**config.mk**
```make
export PLATFORM = sky130hd
export DESIGN_NAME = fetch_sequencer
export DESIGN_NICKNAME = d
export VERILOG_FILES = /design/src/rtl/fetch_sequencer.sv
export SDC_FILE = /design/constraint.sdc
export NUM_CORES = 1
export LEC_CHECK = 0
export ABC_AREA = 0
export BUFFER_PORTS_ARGS = -buffer_cell sky130_fd_sc_hd__clkbuf_2
export CAP_MARGIN = 5
export CORE_ASPECT_RATIO = 1.75
export CORE_MARGIN = 4
export CORE_UTILIZATION = 55
export DETAILED_ROUTE_END_ITERATION = 6
export GPL_ROUTABILITY_DRIVEN = 0
export PLACE_DENSITY = 0.84
export SLEW_MARGIN = 20
export SYNTH_ARGS = -nofsm -noshare
export SYNTH_HDL_FRONTEND = slang
export SYNTH_SLANG_ARGS = --single-unit
```
**constraint.sdc**
```tcl
create_clock -name clk -period 6.7 [get_ports clk]
set_clock_uncertainty 0.1 [all_clocks]
set_input_delay 1.005 -clock clk [delete_from_list [all_inputs] [get_ports clk]]
set_output_delay 1.005 -clock clk [all_outputs]
set_load 0.02 [all_outputs]
```
**src/rtl/fetch_sequencer.sv**
```systemverilog
// Instruction fetch front end: owns the fetch PC, issues one BRAM read per cycle when the
// 2-entry output queue has room, and squashes wrong-path fetches on a redirect.
module fetch_sequencer #(
    parameter int unsigned     PC_W     = 9,
    parameter int unsigned     INSTR_W  = 32,
    parameter logic [PC_W-1:0] RESET_PC = '0
) (
    input  logic               clk,
    input  logic               rst,
    input  logic               i_fetch_en,
    output logic               o_imem_en,
    output logic [PC_W-3:0]    o_imem_addr,
    input  logic [INSTR_W-1:0] i_imem_rdata,
    output logic               o_valid,
    output logic [PC_W-1:0]    o_pc,
    output logic [INSTR_W-1:0] o_instr,
    input  logic               i_ready,
    input  logic               i_redirect_valid,
    input  logic [PC_W-1:0]    i_redirect_pc
);

    typedef enum logic {StIdle, StRun} state_e;

    localparam logic [PC_W-1:0] AlignMask = ~PC_W'(3);

    state_e               state_q, state_d;
    logic [PC_W-1:0]      fetch_pc_q, fetch_pc_d;
    logic [PC_W-1:0]      inflight_pc_q, inflight_pc_d;
    logic                 inflight_q, inflight_d;
    logic                 drop_q, drop_d;
    logic [1:0]           occ_q, occ_d;
    logic [PC_W-1:0]      head_pc_q, head_pc_d, tail_pc_q, tail_pc_d;
    logic [INSTR_W-1:0]   head_instr_q, head_instr_d, tail_instr_q, tail_instr_d;

    logic                 deq;
    logic                 push;
    logic                 issue;
    logic [2:0]           pending;
    logic [1:0]           base;

    assign deq     = (occ_q != 2'd0) && i_ready;
    assign push    = inflight_q && !drop_q && !i_redirect_valid;
    // Slots that will be claimed after this edge: queued + in flight - leaving.
    assign pending = {1'b0, occ_q} + {2'b00, inflight_q} - {2'b00, deq};
    assign issue   = (state_q == StRun) && i_fetch_en && !i_redirect_valid && (pending < 3'd2);

    assign o_imem_en   = issue;
    assign o_imem_addr = fetch_pc_q[PC_W-1:2];
    assign o_valid     = (occ_q != 2'd0);
    assign o_pc        = head_pc_q;
    assign o_instr     = head_instr_q;

    always_comb begin
        state_d       = state_q;
        fetch_pc_d    = fetch_pc_q;
        inflight_d    = issue;
        inflight_pc_d = inflight_pc_q;
        drop_d        = 1'b0;
        occ_d         = occ_q;
        head_pc_d     = head_pc_q;
        head_instr_d  = head_instr_q;
        tail_pc_d     = tail_pc_q;
        tail_instr_d  = tail_instr_q;
        base          = occ_q - {1'b0, deq};

        unique case (state_q)
            StIdle:  if (i_fetch_en)  state_d = StRun;
            StRun:   if (!i_fetch_en) state_d = StIdle;
            default: state_d = StIdle;
        endcase

        if (issue) begin
            inflight_pc_d = fetch_pc_q;
            fetch_pc_d    = fetch_pc_q + PC_W'(4);
        end

        if (i_redirect_valid) begin
            fetch_pc_d = i_redirect_pc & AlignMask;
            drop_d     = inflight_q;
            occ_d      = 2'd0;
        end else begin
            if (deq && occ_q == 2'd2) begin
                head_pc_d    = tail_pc_q;
                head_instr_d = tail_instr_q;
            end
            if (push) begin
                if (base == 2'd0) begin
                    head_pc_d    = inflight_pc_q;
                    head_instr_d = i_imem_rdata;
                end else begin
                    tail_pc_d    = inflight_pc_q;
                    tail_instr_d = i_imem_rdata;
                end
            end
            occ_d = base + {1'b0, push};
        end
    end

    always_ff @(posedge clk or negedge rst) begin
        if (!rst) begin
            state_q       <= StIdle;
            fetch_pc_q    <= RESET_PC & AlignMask;
            inflight_q    <= 1'b0;
            inflight_pc_q <= '0;
            drop_q        <= 1'b0;
            occ_q         <= 2'd0;
            head_pc_q     <= '0;
            head_instr_q  <= '0;
            tail_pc_q     <= '0;
            tail_instr_q  <= '0;
        end else begin
            state_q       <= state_d;
            fetch_pc_q    <= fetch_pc_d;
            inflight_q    <= inflight_d;
            inflight_pc_q <= inflight_pc_d;
            drop_q        <= drop_d;
            occ_q         <= occ_d;
            head_pc_q     <= head_pc_d;
            head_instr_q  <= head_instr_d;
            tail_pc_q     <= tail_pc_d;
            tail_instr_q  <= tail_instr_d;
        end
    end

endmodule
```
==> key figures, run 1 <==
Critical path
  – Startpoint Class: register
  – CP max FO: 17
  – Critical path class: reg2out
  – Worst EP required: 5590 ps
  – Critical R2R Launch: occ_q[1]
  – Worst r2r dst: fetch_pc_q[8]
  – R2R setup slack: 3160 ps
  – Crit path capture type: primary output
  – Arrival time worst endpoint: 3290 ps
  – R2R cell count: 10

CTS
  – Hold-fix buffers, CTS: 0
  – H-tree levels: 3
  – Clock Sink Count: 99
  – CTS resizes: 0
  – Skew-Pair Late Insertion Delay: 330 ps
  – Clock Path Buffers: 2
  – CTS tree: yes
  – Clk root buf: clkbuf_16
  – Post-CTS setup repair buffer count: 0
  – Num CTS Buffers: 9
  – Register clock-pin slew on the reported worst setup and hold paths: 60 ps

STA
  – Fin crit period: 4398 ps
  – Max Slew Vio Count: 0
  – Achievable clock frequency: 227.4 MHz
  – WHS: 409.8 ps
  – Setup violations, final: 0
  – RSZ-0062 raised after global routing: no
  – Final WS setup: 2302 ps
  – Actual slew at the worst max-slew pin: 900.1 ps
  – Final hold viol count: 0
  – Setup_tns: 0 ps
  – Fin crit share: 0.6565
  – Rel. slew slack: 0.3999

Routing
  – Iter 0 DRT Violations: 95
  – DRC Markers: 0
  – Metal3 WL: 317 um
  – DR WL/cell: 16.02 um
  – Post-route ant nets: 0
  – Vias/cell: 5.432
  – Top routing layer in use: met4
  – Met2 routed wirelength: 4.499 mm
  – Via Count: 2792
  – TritonRoute pass-1 iters: 4
  – Detailed Route WL: 8.232 mm
  – Met1 wire length: 3.128 mm

Placement
  – Port Buffers: 93
  – Pre-CTS setup slack: 2366 ps
  – Dpl cells: 498
  – Hpwl dp: 5.608 mm
  – Placed Area: 4795 sq um

Pwr
  – P_sw: 0.8469 mW
  – IR drop worst, VDD: 0.2873 mV
  – Combinational share of power: 0.362
  – Reg power frac: 0.424
  – Clk pwr share: 0.215
  – Leakage power: 2.421 nW
  – Sw frac: 0.3549
  – Power per cell area: 467.9 nW/um^2
  – Internal: 1.539 mW
  – Total power: 2.386 mW

Global route
  – Global-route wire length before repair: 13.49 mm
  – Largest net degree at the start of global routing: 81
  – Vias in the first global route: 2865
  – Gr ovfl total: 0
  – All-Layer GR Usage: 0.1892
  – Number of antenna violations at the first check in global routing: 0

Floorplanning
  – I/O pin count: 96
  – Row cnt: 42
  – Die Y: 124.7 um
  – Core ar.: 7567 sq um
  – Die Wd: 74.69 um
  – Starting Density: 0.5656
  – Die Area: 9313 sq um

Logic synthesis
  – Post-synth cell types: 35
  – Mapped Cells: 333
  – Top cells by area, synth: dfrtp_1, mux2_2, mux2i_1
  – Netlist Area Pre-Place: 4280 sq um
  – Seq cells post-synth: 99
  – Seq/Total Area, Yosys: 0.5788
  – Top cell type by total area after synthesis: dfrtp_1
  – Post-synth top area share: 0.5788
  – Synth Warn #: 0
  – Mean Syn Cell Area: 12.85 sq um
  – Syn_nets: 384

Final layout
  – Most frequent cells in the layout: dfrtp_1, clkbuf_2, mux2_2
  – Fin cells: 514
  – Layout cell share with drive strength beyond 1: 0.3967
  – Most common cell after layout, fill and taps aside: dfrtp_1
  – Number of inserted diodes: 0
  – Area grow syn2layout: 19.15%
  – Design area: 5100 sq um
  – Final Util: 0.6739
  – Layout Nets: 472

Hold path
  – WHS Endpoint: tail_instr_q[4]
  – Hold depth: 1
  – Hold wc startpoint: tail_instr_q[4]
  – Hold crit path type: reg2reg

Outcome
  – Status: completed

Run
  – Max Cap Viol: 0
==> flip-flops by register name (all words and copies together) (netlist names) <==
name and flops:
inflight_pc_q 7, state_q 1, occ_q 2, tail_instr_q 32, o_pc 9, o_instr 32
tail_pc_q 7, fetch_pc_q 7, drop_q 1, inflight_q 1
==> cell usage after synthesis (all sizes together) <==
| library cell | number |
|---|---|
| nand2 | 3 |
| a21oi | 39 |
| inv | 4 |
| a22oi | 1 |
| or2 | 1 |
| and4 | 1 |
| buf | 11 |
| a32oi | 1 |
| o211ai | 1 |
| and3 | 2 |
| dfrtp | 99 |
| and2 | 2 |
| fa | 1 |
| mux2 | 49 |
| nor2b | 1 |
| o21ai | 2 |
| nor2 | 41 |
| ha | 4 |
| xor2 | 2 |
| xnor2 | 2 |
| nand4b | 1 |
| and3b | 2 |
| nor4b | 2 |
| clkbuf | 9 |
| nor4 | 2 |
| nor3b | 1 |
| mux2i | 41 |
| a221o | 4 |
| nand3 | 3 |
| a21boi | 1 |
==> metal layers <==
layer,vias up,global-route usage
met5,-,0
met4,0,0.1069
met3,19,0.02746
met2,69,0.3256
met1,1353,0.2145
li1,1351,-
==> worst max path at each step <==
stage          startpoint         to  slack, ps  cells after the start
6_report         occ_q[1]  o_imem_en       2300                      9
3_5_place_dp      i_ready  o_imem_en       2370                      9
2_1_floorplan     i_ready  o_imem_en       2870                      8
3_3_place_gp      i_ready  o_imem_en       2420                      9
4_1_cts          occ_q[1]  o_imem_en       2270                      9
5_1_grt          occ_q[1]  o_imem_en       2100                      9
==> cell families (layout without fill, tap and decap cells) <==
logic type / count (synthesis) / after routing / synth area share
flip-flops: 99 / 99 / 0.5788
multiplexers: 90 / 90 / 0.2265
adder cells (fa/ha/maj): 5 / 5 / 0.01637
AND/OR/NAND/NOR: 62 / 62 / 0.07425
AO/OA/AOI/OAI: 49 / 49 / 0.06548
buffers and inverters: 24 / 117 / 0.02864
XOR/XNOR: 4 / 4 / 0.009941
==> power by group through the flow <==
stage	clock network (mW)	registers [mW]	logic, mW
final	0.512	1.01	0.863
after global routing	0.544	1.04	0.952
after CTS	0.526	1.01	0.881
after detailed placement	0	1.02	0.878
after global placement	0	0.999	0.838
after floorplan	0	1.15	0.457
==> area by class of cell <==
class,count,area (sq um)
clock buffers,12,256.5
clock inverters,4,48.80
fillers,593,2467
inverters,4,15.01
multi-input cells,210,1694
flip-flops and latches,99,2477
well taps,88,110.1
repair buffers,97,498.0
==> critical path, stage by stage, from the launching register on <==
cell	delay, ps
dfrtp_1	470
or2_2	330
and2_1	190
ha_1	350
inv_1	120
nand2_1	70
fa_1	530
nand4b_4	180
nor2_4	460
clkbuf_2	260
Note: power is estimated with default switching activity, not from simulation.
==> run 2: changes to the inputs <==
--- a/config.mk
+++ b/config.mk
@@ -10,10 +10,10 @@
 export CAP_MARGIN = 5
 export CORE_ASPECT_RATIO = 1.75
 export CORE_MARGIN = 4
-export CORE_UTILIZATION = 55
+export CORE_UTILIZATION = 49
 export DETAILED_ROUTE_END_ITERATION = 6
 export GPL_ROUTABILITY_DRIVEN = 0
-export PLACE_DENSITY = 0.84
+export PLACE_DENSITY = 0.79
 export SLEW_MARGIN = 20
 export SYNTH_ARGS = -nofsm -noshare
 export SYNTH_HDL_FRONTEND = slang
==> constraint.sdc (replaced) <==
create_clock -name clk -period 3.5 [get_ports clk]
set_clock_uncertainty 0.1 [all_clocks]
set_input_delay 0.525 -clock clk [delete_from_list [all_inputs] [get_ports clk]]
set_output_delay 0.525 -clock clk [all_outputs]
set_load 0.02 [all_outputs]
==> key figures, run 2 (synthesis results as in run 1) <==
Outcome
  – Status: completed (unchanged)

CTS
  – Register clock-pin slew on the reported worst setup and hold paths: 60 ps (about the same)
  – Clk root buf: clkbuf_16 (unchanged)
  – Num CTS Buffers: 9 (unchanged)
  – CTS resizes: 0 (unchanged)
  – Skew-Pair Late Insertion Delay: 330 ps (about the same)
  – Clock Sink Count: 99 (unchanged)
  – CTS tree: yes (unchanged)
  – H-tree levels: 3 (unchanged)
  – Clock Path Buffers: 2 (unchanged)

Global route
  – Gr ovfl total: 0 (unchanged)
  – Global-route wire length before repair: 14.37 mm (was 13.49 mm)
  – Number of antenna violations at the first check in global routing: 0 (unchanged)
  – Vias in the first global route: 3059 (was 2865)
  – All-Layer GR Usage: 0.1751 (was 0.1892)
  – Largest net degree at the start of global routing: 81 (unchanged)

Routing
  – DR WL/cell: 15.68 um (was 16.02 um)
  – Vias/cell: 5.220 (was 5.432)
  – TritonRoute pass-1 iters: 4 (unchanged)
  – Via Count: 2845 (was 2792)
  – Iter 0 DRT Violations: 107 (was 95)
  – Post-route ant nets: 0 (unchanged)
  – Detailed Route WL: 8.547 mm (was 8.232 mm)
  – DRC Markers: 0 (unchanged)

Final layout
  – Fin cells: 545 (was 514)
  – Final Util: 0.6113 (was 0.6739)
  – Number of inserted diodes: 0 (unchanged)
  – Layout Nets: 476 (was 472)
  – Area grow syn2layout: 20.29% (was 19.15%)
  – Most common cell after layout, fill and taps aside: dfrtp_1 (unchanged)
  – Most frequent cells in the layout: dfrtp_1, clkbuf_2, mux2_2 (unchanged)
  – Layout cell share with drive strength beyond 1: 0.3977 (was 0.3967)
  – Design area: 5149 sq um (was 5100 sq um)

STA
  – Rel. slew slack: 0.4802 (was 0.3999)
  – Fin crit share: 0.9645
  – Final WS setup: 124.1 ps (was 2302 ps)
  – WHS: 94.89 ps (was 409.8 ps)
  – RSZ-0062 raised after global routing: no (unchanged)
  – Max Slew Vio Count: 0 (unchanged)
  – Fin crit period: 3376 ps
  – Achievable clock frequency: 296.2 MHz
  – Setup_tns: 0 ps (unchanged)
  – Setup violations, final: 0 (unchanged)
  – Actual slew at the worst max-slew pin: 779.7 ps (was 900.1 ps)
  – Final hold viol count: 0 (unchanged)

Critical path
  – Crit path capture type: primary output (unchanged)
  – CP max-delay cell: fa_1 (unchanged)
  – Crit-path cells: or2_2, and2_1, ha_1, inv_1, nand2_1, fa_1, xor2_2, nor2_4, clkbuf_2 (was or2_2, and2_1, ha_1, inv_1, nand2_1, fa_1, nand4b_4, nor2_4, clkbuf_2)
  – Startpoint Class: register (unchanged)
  – Max stage delay on crit path: 420 ps (was 530 ps)
  – Critical path class: reg2out (unchanged)
  – Arrival time worst endpoint: 2750 ps (was 3290 ps)
  – CP max FO: 6 (was 17)
  – Worst EP required: 2870 ps (was 5590 ps)

Pwr
  – IR drop worst, VDD: 0.5245 mV (was 0.2873 mV)
  – Leakage power: 2.432 nW (was 2.421 nW)
  – Power per cell area: 877.6 nW/um^2 (was 467.9 nW/um^2)
  – Total power: 4.518 mW (was 2.386 mW)

Floorplanning
  – Starting Density: 0.5082 (was 0.5656)
  – Core ar.: 8423 sq um (was 7567 sq um)
  – Die Area: 10350 sq um (was 9313 sq um)
  – Die Wd: 78.65 um (was 74.69 um)
  – Die Y: 131.6 um (was 124.7 um)
  – Row cnt: 44 (was 42)
  – I/O pin count: 96 (unchanged)

Placement
  – Port Buffers: 93 (unchanged)
  – Placed Area: 4863 sq um (was 4795 sq um)
  – Hpwl dp: 6.059 mm (was 5.608 mm)
  – Pre-CTS setup slack: 218.8 ps (was 2366 ps)
  – Dpl cells: 528 (was 498)

Hold path
  – Hold crit path type: in2async (was reg2reg)

Run
  – Max Cap Viol: 0 (unchanged)
-- run 2: cell types whose count changed in the layout (fill, tap and decap cells not counted), sizes merged --
| cell | before | now |
|---|---|---|
| clkbuf | 104 | 106 |
| clkinv | 3 | 2 |
| buf | 5 | 9 |
| bufinv | 1 | 0 |
-- run 2: power breakdown --
| part | total, mW | switching (mW) | internal (mW) |
|---|---|---|---|
| Combinational | 1.68 | 0.950 | 0.735 |
| Sequential | 1.93 | 0.287 | 1.64 |
| Clock | 0.907 | 0.388 | 0.519 |
-- run 2: path summary, 6_finish.rpt --
path | startpoint | to | slack (ps) | depth (start not counted)
min in group clk | i_fetch_en | state_q | 240 | 1
max | occ_q[1] | o_imem_en | 120 | 9
min reg2reg | tail_instr_q[7] | tail_instr_q[7] | 400 | 1
max reg2reg | occ_q[1] | fetch_pc_q[4] | 240 | 12
max in group asynchronous | rst | tail_instr_q[21] | 2460 | 2
min | rst | tail_pc_q[2] | 90 | 1
-- run 2: layer usage --
| metal | routed length [um] | track usage | up-vias |
|---|---|---|---|
| met5 | 0 | 0 | - |
| li1 | - | - | 1351 |
| met3 | 357 | 0.04247 | 12 |
| met1 | 3258 | 0.1938 | 1400 |
| met4 | 182 | 0.07004 | 0 |
| met2 | 4749 | 0.3150 | 82 |
-- run 2: layout make-up --
cell class | instances | area (sq um)
Tap cell | 115 | 143.9
Inverter | 4 | 15.01
Clock buffer | 14 | 264.0
Timing Repair Buffer | 101 | 544.3
Fill cell | 680 | 3274
Multi-Input combinational cell | 210 | 1694
Clock inverter | 2 | 10.01
Sequential cell | 99 | 2477
-- run 2: critical path: cells and delay by family, from the launching register on --
kind	cells	cell delay (ps)
buf+inv	2	270
simple gates	4	640
flops	1	370
fa+ha+maj	2	770
xor+xnor	1	360
-- run 2: what timing repair did --
action,CTS,global route
hold buffers,0,0
setup endpoints to repair,1,0
buffers inserted,1,0
